$ cat src/rtl/mips_pkg.sv
// Shared load-path definitions: size encodings, controller FSM states, default timeout.
// Imported by load_ext_ctrl and load_lane_ext.
package mips_pkg;

    localparam logic [1:0] LD_BYTE = 2'b00;
    localparam logic [1:0] LD_HALF = 2'b01;
    localparam logic [1:0] LD_WORD = 2'b10;

    localparam int TIMEOUT_CYC_DEF = 16;

    typedef enum logic [1:0] {
        ST_IDLE = 2'd0,
        ST_WAIT = 2'd1,
        ST_RESP = 2'd2
    } ld_state_t;

endpackage

$ cat src/rtl/load_lane_ext.sv
// Big-endian lane select plus zero/sign extension of a returned memory word.
// Purely combinational: zero latency, no backpressure.
module load_lane_ext
    import mips_pkg::*;
(
    input  logic [31:0] rdata_i,
    input  logic [1:0]  off_i,
    input  logic [1:0]  size_i,
    input  logic        uns_i,
    output logic [31:0] data_o
);

    logic [7:0]  lane8;
    logic [15:0] lane16;

    always_comb begin
        lane8  = 8'h00;
        data_o = rdata_i;
        // Byte offset 0 is the most significant byte of the word.
        case (off_i)
            2'd0:    lane8 = rdata_i[31:24];
            2'd1:    lane8 = rdata_i[23:16];
            2'd2:    lane8 = rdata_i[15:8];
            default: lane8 = rdata_i[7:0];
        endcase
        lane16 = off_i[1] ? rdata_i[15:0] : rdata_i[31:16];
        case (size_i)
            LD_BYTE: data_o = uns_i ? {24'h000000, lane8}  : {{24{lane8[7]}}, lane8};
            LD_HALF: data_o = uns_i ? {16'h0000, lane16}   : {{16{lane16[15]}}, lane16};
            default: data_o = rdata_i;
        endcase
    end

endmodule

$ cat src/rtl/load_ext_ctrl.sv
// Load controller: one request at a time, word read, lane select/extend, error on illegal or timeout.
// Latency 2 cycles min (accept, read, respond); req_ready low until response handshake. Macro LOAD_ALIGN_EXC_EN makes misalignment an error.
module load_ext_ctrl
    import mips_pkg::*;
#(
    parameter int TIMEOUT_CYC = TIMEOUT_CYC_DEF
) (
    input  logic        clk,
    input  logic        rst_n,
    input  logic        req_valid,
    output logic        req_ready,
    input  logic [31:0] req_addr,
    input  logic [1:0]  req_size,
    input  logic        req_unsigned,
    input  logic [4:0]  req_rd,
    output logic        rsp_valid,
    input  logic        rsp_ready,
    output logic [31:0] rsp_data,
    output logic [4:0]  rsp_rd,
    output logic        rsp_err,
    output logic        mem_rd_en,
    output logic [31:0] mem_addr,
    input  logic        mem_ack,
    input  logic [31:0] mem_rdata,
    output logic        busy
);

    localparam logic [7:0] TO_LIM = 8'(TIMEOUT_CYC);

    ld_state_t   state_q, state_d;
    logic [29:0] waddr_q, waddr_d;
    logic [1:0]  off_q,   off_d;
    logic [1:0]  size_q,  size_d;
    logic        uns_q,   uns_d;
    logic [4:0]  rd_q,    rd_d;
    logic [7:0]  cnt_q,   cnt_d;
    logic [31:0] data_q,  data_d;
    logic        err_q,   err_d;

    logic        req_illegal;
    logic [1:0]  req_off;
    logic [7:0]  cnt_inc;
    logic [31:0] ext_data;

    always_comb begin
        req_illegal = (req_size == 2'b11);
`ifdef LOAD_ALIGN_EXC_EN
        if ((req_size == LD_HALF && req_addr[0]) ||
            (req_size == LD_WORD && req_addr[1:0] != 2'b00)) begin
            req_illegal = 1'b1;
        end
`endif
        // Natural alignment of the lane offset; only matters when misalignment is not trapped.
        case (req_size)
            LD_HALF: req_off = {req_addr[1], 1'b0};
            LD_WORD: req_off = 2'b00;
            default: req_off = req_addr[1:0];
        endcase
    end

    load_lane_ext u_lane (
        .rdata_i (mem_rdata),
        .off_i   (off_q),
        .size_i  (size_q),
        .uns_i   (uns_q),
        .data_o  (ext_data)
    );

    assign cnt_inc = cnt_q + 8'd1;

    always_comb begin
        state_d = state_q;
        waddr_d = waddr_q;
        off_d   = off_q;
        size_d  = size_q;
        uns_d   = uns_q;
        rd_d    = rd_q;
        cnt_d   = cnt_q;
        data_d  = data_q;
        err_d   = err_q;
        case (state_q)
            ST_IDLE: begin
                if (req_valid) begin
                    waddr_d = req_addr[31:2];
                    off_d   = req_off;
                    size_d  = req_size;
                    uns_d   = req_unsigned;
                    rd_d    = req_rd;
                    if (req_illegal) begin
                        err_d   = 1'b1;
                        data_d  = 32'h0;
                        state_d = ST_RESP;
                    end else begin
                        cnt_d   = 8'd0;
                        state_d = ST_WAIT;
                    end
                end
            end
            ST_WAIT: begin
                // An ack on the final allowed cycle still beats the timeout.
                if (mem_ack) begin
                    data_d  = ext_data;
                    err_d   = 1'b0;
                    state_d = ST_RESP;
                end else begin
                    cnt_d = cnt_inc;
                    if (cnt_inc == TO_LIM) begin
                        data_d  = 32'h0;
                        err_d   = 1'b1;
                        state_d = ST_RESP;
                    end
                end
            end
            ST_RESP: begin
                if (rsp_ready) begin
                    state_d = ST_IDLE;
                end
            end
            default: state_d = ST_IDLE;
        endcase
    end

    always_ff @(posedge clk or negedge rst_n) begin
        if (!rst_n) begin
            state_q <= ST_IDLE;
            waddr_q <= 30'h0;
            off_q   <= 2'b00;
            size_q  <= 2'b00;
            uns_q   <= 1'b0;
            rd_q    <= 5'h0;
            cnt_q   <= 8'd0;
            data_q  <= 32'h0;
            err_q   <= 1'b0;
        end else begin
            state_q <= state_d;
            waddr_q <= waddr_d;
            off_q   <= off_d;
            size_q  <= size_d;
            uns_q   <= uns_d;
            rd_q    <= rd_d;
            cnt_q   <= cnt_d;
            data_q  <= data_d;
            err_q   <= err_d;
        end
    end

    assign req_ready = (state_q == ST_IDLE);
    assign mem_rd_en = (state_q == ST_WAIT);
    assign rsp_valid = (state_q == ST_RESP);
    assign busy      = (state_q != ST_IDLE);
    assign mem_addr  = {waddr_q, 2'b00};
    assign rsp_data  = data_q;
    assign rsp_rd    = rd_q;
    assign rsp_err   = err_q;

endmodule

$ cat config.mk
export PLATFORM = sky130hd
export DESIGN_NAME = load_ext_ctrl
export DESIGN_NICKNAME = d
export VERILOG_FILES = /design/src/rtl/mips_pkg.sv /design/src/rtl/load_lane_ext.sv /design/src/rtl/load_ext_ctrl.sv
export SDC_FILE = /design/constraint.sdc
export NUM_CORES = 1
export LEC_CHECK = 0
export BUFFER_PORTS_ARGS = -buffer_cell sky130_fd_sc_hd__buf_2
export CAP_MARGIN = 5
export CORE_MARGIN = 2
export CORE_UTILIZATION = 40
export CTS_CLUSTER_SIZE = 10
export DETAILED_ROUTE_END_ITERATION = 8
export PLACE_DENSITY = 0.68
export SYNTH_ARGS = -nofsm -noshare
export SYNTH_HDL_FRONTEND = slang
export SYNTH_SLANG_ARGS = --single-unit
$ cat constraint.sdc
create_clock -name clk -period 6 [get_ports clk]
set_input_delay 0.9 -clock clk [delete_from_list [all_inputs] [get_ports clk]]
set_output_delay 0.9 -clock clk [all_outputs]
set_load 0.005 [all_outputs]
==> impl_metrics.json, run 1 <==
{
  "seq_area_frac_synth_pct": 55.2,
  "die_width_um": 101,
  "path_class": "in2reg",
  "synth_cells": 396,
  "fin_nets": 618,
  "antenna_cells": 0,
  "hold_buffers": 0,
  "max_freq_mhz": 398,
  "path_clk_slew_ns": 0.10,
  "finalHoldViolCount": 0,
  "drive_gt1_share_pct": 33.9,
  "synth.avg_cell_area_um2": 9.50,
  "dieHeight_um": 101,
  "finalCriticalPeriod_ns": 2.51,
  "ys_top_cells_by_area": "dfrtp_1, nand2_1, a221o_1",
  "yosysWarningCount": 0,
  "gr-total-overflow": 0,
  "maxSlewViolCount": 0,
  "ant_nets": 0,
  "ioPinCount": 151,
  "syn_area_mm2": 0.00376,
  "syn_to_final_growth_pct": 27.8,
  "wl_um": 9680,
  "status": "completed",
  "num_vias": 3382,
  "synth_top_area_share_pct": 55.2,
  "post_cts_buffers": 0,
  "cts_buffers": 9,
  "critPathArrivalTime_ns": 2.75,
  "worst_pin_slew_ns": 1.06,
  "post-place-ws_ns": 3.20,
  "cts_buffer_depth": 2,
  "gp_congestion": 0.787,
  "synth_async_sr_flop_share_pct": 100,
  "hold_class": "reg2reg",
  "setup_viol": 0,
  "peakVddDrop_v": 0.000202,
  "htreeDepth": 3,
  "timing.slew.headroom_pct": 29.2,
  "worstSkewPairLatency_ns": 0.35,
  "finish.utilization_pct": 52.3,
  "grt_pass1_wl_um": 15500,
  "port_buffers": 148,
  "post_drt_wl_per_cell_um": 14.8,
  "timing.final.ws_setup_ns": 3.49,
  "p_leak_nw": 2.71,
  "synth_common_cells": "nand2_1, dfrtp_1, nor2_1",
  "tritoncts": "yes",
  "synth_cell_type_count": 40,
  "drt_drc_violations_left": 0,
  "ys.flop_type": "dfrtp_1",
  "period_share_pct": 41.8,
  "grt_max_degree": 84,
  "power_density_mw_per_mm2": 485,
  "fillers": 861,
  "viasPerCell": 5.17,
  "tns_ns": 0,
  "synth_edf_count": 0,
  "clock-skew-final_ns": 0.00993,
  "firstDrtPassIters": 4,
  "worstPathRequired_ns": 6.24,
  "cts.sinks": 83,
  "rsz0062_at_grt": "false",
  "dp.cells": 638,
  "post-synth-top-count-cell": "nand2_1",
  "core_area_mm2": 0.00920,
  "final_cells": 654,
  "cts_root_buffer": "clkbuf_8",
  "regToRegSetupSlack_ns": 3.50,
  "drtIter0Drc": 172,
  "maxCapViolations": 0,
  "antenna_found_initial": 0,
  "critPathLaunchType": "input port",
  "synth_top_area_cell": "dfrtp_1",
  "grt_pass1_vias": 3244,
  "die_area_mm2": 0.0102,
  "start_util_pct": 40.9,
  "rows": 35,
  "end_kind": "flop",
  "ys_seq_elements": 83,
  "ctsResizeCount": 0,
  "cp_max_fo": 9,
  "place_hpwl_um": 6960,
  "grt_usage_pct": 19.3
}
metrics by stage:
stage / total power, mW / hold slack (ns) / instance area, um2
2_1_floorplan: 1.48 / 0.470 / 3770
3_3_place_gp: 1.85 / 0.454 / 4580
3_5_place_dp: 1.88 / 0.457 / 4580
4_1_cts: 2.35 / 0.481 / 4810
5_1_grt: 2.52 / 0.493 / 4810
6_report: 2.33 / 0.475 / 4810
cell usage in the layout (no fill, tap or decap), types with 3 or more instances in the layout:
cell type / synthesis / routed
inv_1: 14 / 14
a221o_1: 16 / 16
o21ai_0: 11 / 11
a221oi_1: 8 / 8
a21o_1: 16 / 16
nand3_1: 3 / 3
nor2_1: 23 / 23
mux2_2: 9 / 9
clkbuf_8: 0 / 9
a22o_1: 3 / 3
nand2b_1: 5 / 5
buf_2: 2 / 147
buf_4: 2 / 5
o22ai_1: 8 / 8
dfrtp_1: 83 / 83
nor3_1: 11 / 11
a21oi_1: 4 / 4
ha_1: 3 / 3
inv_6: 0 / 4
nand2_1: 135 / 135
sequential cells by signal, indices dropped and copies added, names as in the netlist:
register,count
rsp_data,32
cnt_q,8
rsp_rd,5
state_q,2
rsp_err,1
uns_q,1
waddr_q,30
off_q,2
size_q,2
metal layers:
layer | wire (um) | part of all wire [%] | vias to the layer above | track usage, %
li1 | - | - | 1632 | -
met1 | 4290 | 44 | 1628 | 26.1
met2 | 4580 | 47 | 111 | 30.2
met3 | 667 | 6.9 | 11 | 4.92
met4 | 138 | 1.4 | 0 | 6.76
met5 | 0 | 0 | - | 0
path summary, 6_finish.rpt:
check / end / from / cells past startpoint
setup / recovery: cnt_q[7]$_DFFE_PN0P_ / req_size[0] / 6
hold reg to reg: waddr_q[7]$_DFFE_PN0P_ / waddr_q[7]$_DFFE_PN0P_ / 2
min in group asynchronous: rsp_data[20]$_DFFE_PN0P_ / rst_n / 1
setup reg to reg: rsp_data[10]$_DFFE_PN0P_ / off_q[1]$_DFFE_PN0P_ / 5
hold / removal: waddr_q[7]$_DFFE_PN0P_ / waddr_q[7]$_DFFE_PN0P_ / 2
max in group asynchronous: cnt_q[2]$_DFFE_PN0P_ / rst_n / 1
logic make-up (layout without fill, tap and decap cells):
family	count (synthesis)	in the layout	synth area share, %
compound gates	75	75	15.7
fa+ha+maj	3	3	0.998
buf+inv	36	182	4.26
flops	83	83	55.2
mux	10	10	2.96
other cells	1	2	0.0997
simple gates	188	188	20.8
layout make-up:
class,instances,area [um2],area share [%]
timing repair buffer,152,773,16.1
multi-input combinational,278,1540,31.9
clock inverter,7,106,2.21
sequential,83,2080,43.2
clock buffer,9,124,2.58
tap,111,139,2.89
inverter,14,52.6,1.09
worst max-delay path: stages:
cell     delay [ns]
buf_2          0.11
ha_1           0.25
or3b_2         0.47
a21oi_1        0.52
o21ai_0        0.22
a22o_1         0.27
power by group:
| part | total (mW) | switching, mW | internal, mW |
|---|---|---|---|
| Combinational | 0.879 | 0.469 | 0.410 |
| Sequential | 0.986 | 0.183 | 0.803 |
| Clock | 0.465 | 0.222 | 0.243 |
No activity file was read; power rests on OpenSTA's default activity.
==> run 2, diff against run 1 <==
--- a/config.mk
+++ b/config.mk
@@ -5,13 +5,14 @@
 export SDC_FILE = /design/constraint.sdc
 export NUM_CORES = 1
 export LEC_CHECK = 0
+export ABC_AREA = 1
 export BUFFER_PORTS_ARGS = -buffer_cell sky130_fd_sc_hd__buf_2
 export CAP_MARGIN = 5
 export CORE_MARGIN = 2
 export CORE_UTILIZATION = 40
 export CTS_CLUSTER_SIZE = 10
 export DETAILED_ROUTE_END_ITERATION = 8
-export PLACE_DENSITY = 0.68
+export PLACE_DENSITY = 0.67
 export SYNTH_ARGS = -nofsm -noshare
 export SYNTH_HDL_FRONTEND = slang
 export SYNTH_SLANG_ARGS = --single-unit
==> constraint.sdc (replaced) <==
create_clock -name clk -period 2.6 [get_ports clk]
set_input_delay 0.39 -clock clk [delete_from_list [all_inputs] [get_ports clk]]
set_output_delay 0.39 -clock clk [all_outputs]
set_load 0.005 [all_outputs]
==> impl_metrics.json, run 2 <==
{
  "status": "completed",
  "final_common_cell": "nand2_1",
  "worst_pin_slew_ns": 0.621,
  "grt_usage_pct": 19.8,
  "clock-skew-final_ns": 0.00547,
  "setup_viol": 0,
  "ant_nets": 0,
  "cts_buffer_depth": 2,
  "path_clk_slew_ns": 0.08,
  "cpMostUsedCell": "nand2_1",
  "peakVddDrop_v": 0.000445,
  "path_class": "reg2reg",
  "synth_top_area_share_pct": 51.0,
  "p_leak_nw": 2.95,
  "maxSlewViolCount": 0,
  "dp.cells": 778,
  "antenna_cells": 0,
  "htreeDepth": 3,
  "cts_buffers": 9,
  "antenna_found_initial": 0,
  "fillers": 990,
  "power_density_mw_per_mm2": 1060,
  "firstDrtPassIters": 5,
  "synth_common_cells": "nand2_1, dfrtp_1, inv_1",
  "die_area_mm2": 0.0110,
  "tns_ns": 0,
  "synth_cells": 514,
  "cp_max_fo": 34,
  "maxCapViolations": 0,
  "gp_congestion": 0.846,
  "synth_edf_count": 0,
  "place_hpwl_um": 7620,
  "post_drt_wl_per_cell_um": 13.0,
  "finalPower_mw": 5.42,
  "largest_reg_flops": 32,
  "synth.avg_cell_area_um2": 7.92,
  "final_cells": 794,
  "grt_max_degree": 47,
  "max_freq_mhz": 471,
  "drt_drc_violations_left": 0,
  "period_share_pct": 81.6,
  "drive_gt1_share_pct": 28.7,
  "cp_cell_sequence": "ha_1, nand2_1, inv_1, nand2_1, nand2_1, nor2_1, nand2_1, nor2_1, nand2_1, nand2_2, nand3_4, nand2_1, nand2_1",
  "hold_class": "in2async",
  "finalCriticalPeriod_ns": 2.12,
  "finalHoldViolCount": 0,
  "yosysWarningCount": 0,
  "end_kind": "flop",
  "ys_seq_elements": 83,
  "hold_buffers": 0,
  "post_cts_buffers": 0,
  "wl_um": 10400,
  "synth_async_sr_flop_share_pct": 100,
  "final_cell_mix": "nand2_1, buf_2, dfrtp_1, inv_1, o21ai_0",
  "ioPinCount": 151,
  "grt_pass1_vias": 3759,
  "fin_nets": 736,
  "syn_area_mm2": 0.00407,
  "start_util_pct": 41.5,
  "gr-total-overflow": 0,
  "rows": 36,
  "ys.flop_type": "dfrtp_1",
  "ys_top_cells_by_area": "dfrtp_1, nand2_1, inv_1",
  "die_width_um": 105,
  "seq_area_frac_synth_pct": 51.0,
  "timing.slew.headroom_pct": 58.5,
  "viasPerCell": 4.77,
  "rr_worst_depth": 13,
  "num_vias": 3784,
  "cts_root_buffer": "clkbuf_8",
  "core_area_mm2": 0.00982,
  "grt_pass1_wl_um": 17700,
  "cts.sinks": 83,
  "whs_ns": 0.0472,
  "critPathArrivalTime_ns": 2.36,
  "crit_path_max_incr_delay_ns": 0.42,
  "critPathLaunchType": "flop",
  "finish.utilization_pct": 52.1,
  "ctsResizeCount": 0,
  "tritoncts": "yes",
  "cpMaxStageDelayCell": "dfrtp_1",
  "post-synth-top-count-cell": "nand2_1",
  "port_buffers": 148,
  "drtIter0Drc": 230,
  "dieHeight_um": 105,
  "rsz0062_at_grt": "false",
  "worstPathRequired_ns": 2.84,
  "synth_top_area_cell": "dfrtp_1",
  "worstSkewPairLatency_ns": 0.35,
  "syn_to_final_growth_pct": 25.6,
  "synth_cell_type_count": 35
}
-- run 2: stage by stage --
stage	area (um2)	setup WS [ns]
2_1_floorplan	4080	0.903
3_3_place_gp	4900	0.600
3_5_place_dp	4900	0.515
4_1_cts	5110	0.476
5_1_grt	5110	0.284
6_report	5110	0.478
-- run 2: critical path, delay by kind of cell (launching register included) --
family / cells / cell delay, ns
flip-flops: 1 / 0.42
buffers and inverters: 1 / 0.07
AND/OR/NAND/NOR: 11 / 1.26
adder cells (fa/ha/maj): 1 / 0.24
-- run 2: cell families after synthesis --
kind of cell	share of synthesized area (%)
compound gates	11.6
xor+xnor	0.215
fa+ha+maj	0.922
simple gates	28.4
other cells	0.0921
buf+inv	7.74
flops	51.0
-- run 2: worst paths after layout --
check	startpoint	endpoint	slack, ns
max in group asynchronous	rst_n	rsp_rd[4]$_DFFE_PN0P_	1.91
hold reg to reg	rsp_data[13]$_DFFE_PN0P_	rsp_data[13]$_DFFE_PN0P_	0.47
setup reg to reg	cnt_q[0]$_DFFE_PN0P_	rsp_data[11]$_DFFE_PN0P_	0.48
min in group clk	req_addr[22]	waddr_q[20]$_DFFE_PN0P_	0.24
setup / recovery	cnt_q[0]$_DFFE_PN0P_	rsp_data[11]$_DFFE_PN0P_	0.48
hold / removal	rst_n	rsp_data[14]$_DFFE_PN0P_	0.05
-- run 2: final cells by class --
class / count / area, um2 / area share, %
clock inverter: 4 / 73.8 / 1.44
timing repair buffer: 153 / 793 / 15.5
multi-input combinational: 362 / 1680 / 32.9
sequential: 83 / 2080 / 40.6
tap: 133 / 166 / 3.25
clock buffer: 12 / 145 / 2.84
inverter: 47 / 176 / 3.45
-- run 2: per-layer routing --
metal | wire length, um | vias up | global-route usage (%)
met2 | 4820 | 155 | 31.4
met1 | 4500 | 1719 | 26.3
met4 | 185 | 0 | 7.90
li1 | - | 1896 | -
met5 | 0 | - | 0
met3 | 853 | 14 | 4.74
-- run 2: power breakdown --
group          total, mW  internal, mW  switching (mW)  leakage [nW]
Clock               1.02         0.569           0.455         0.111
Combinational       2.27         0.893            1.38          1.77
Sequential          2.12          1.78           0.340          1.07
Total               5.42          3.24            2.18          2.95
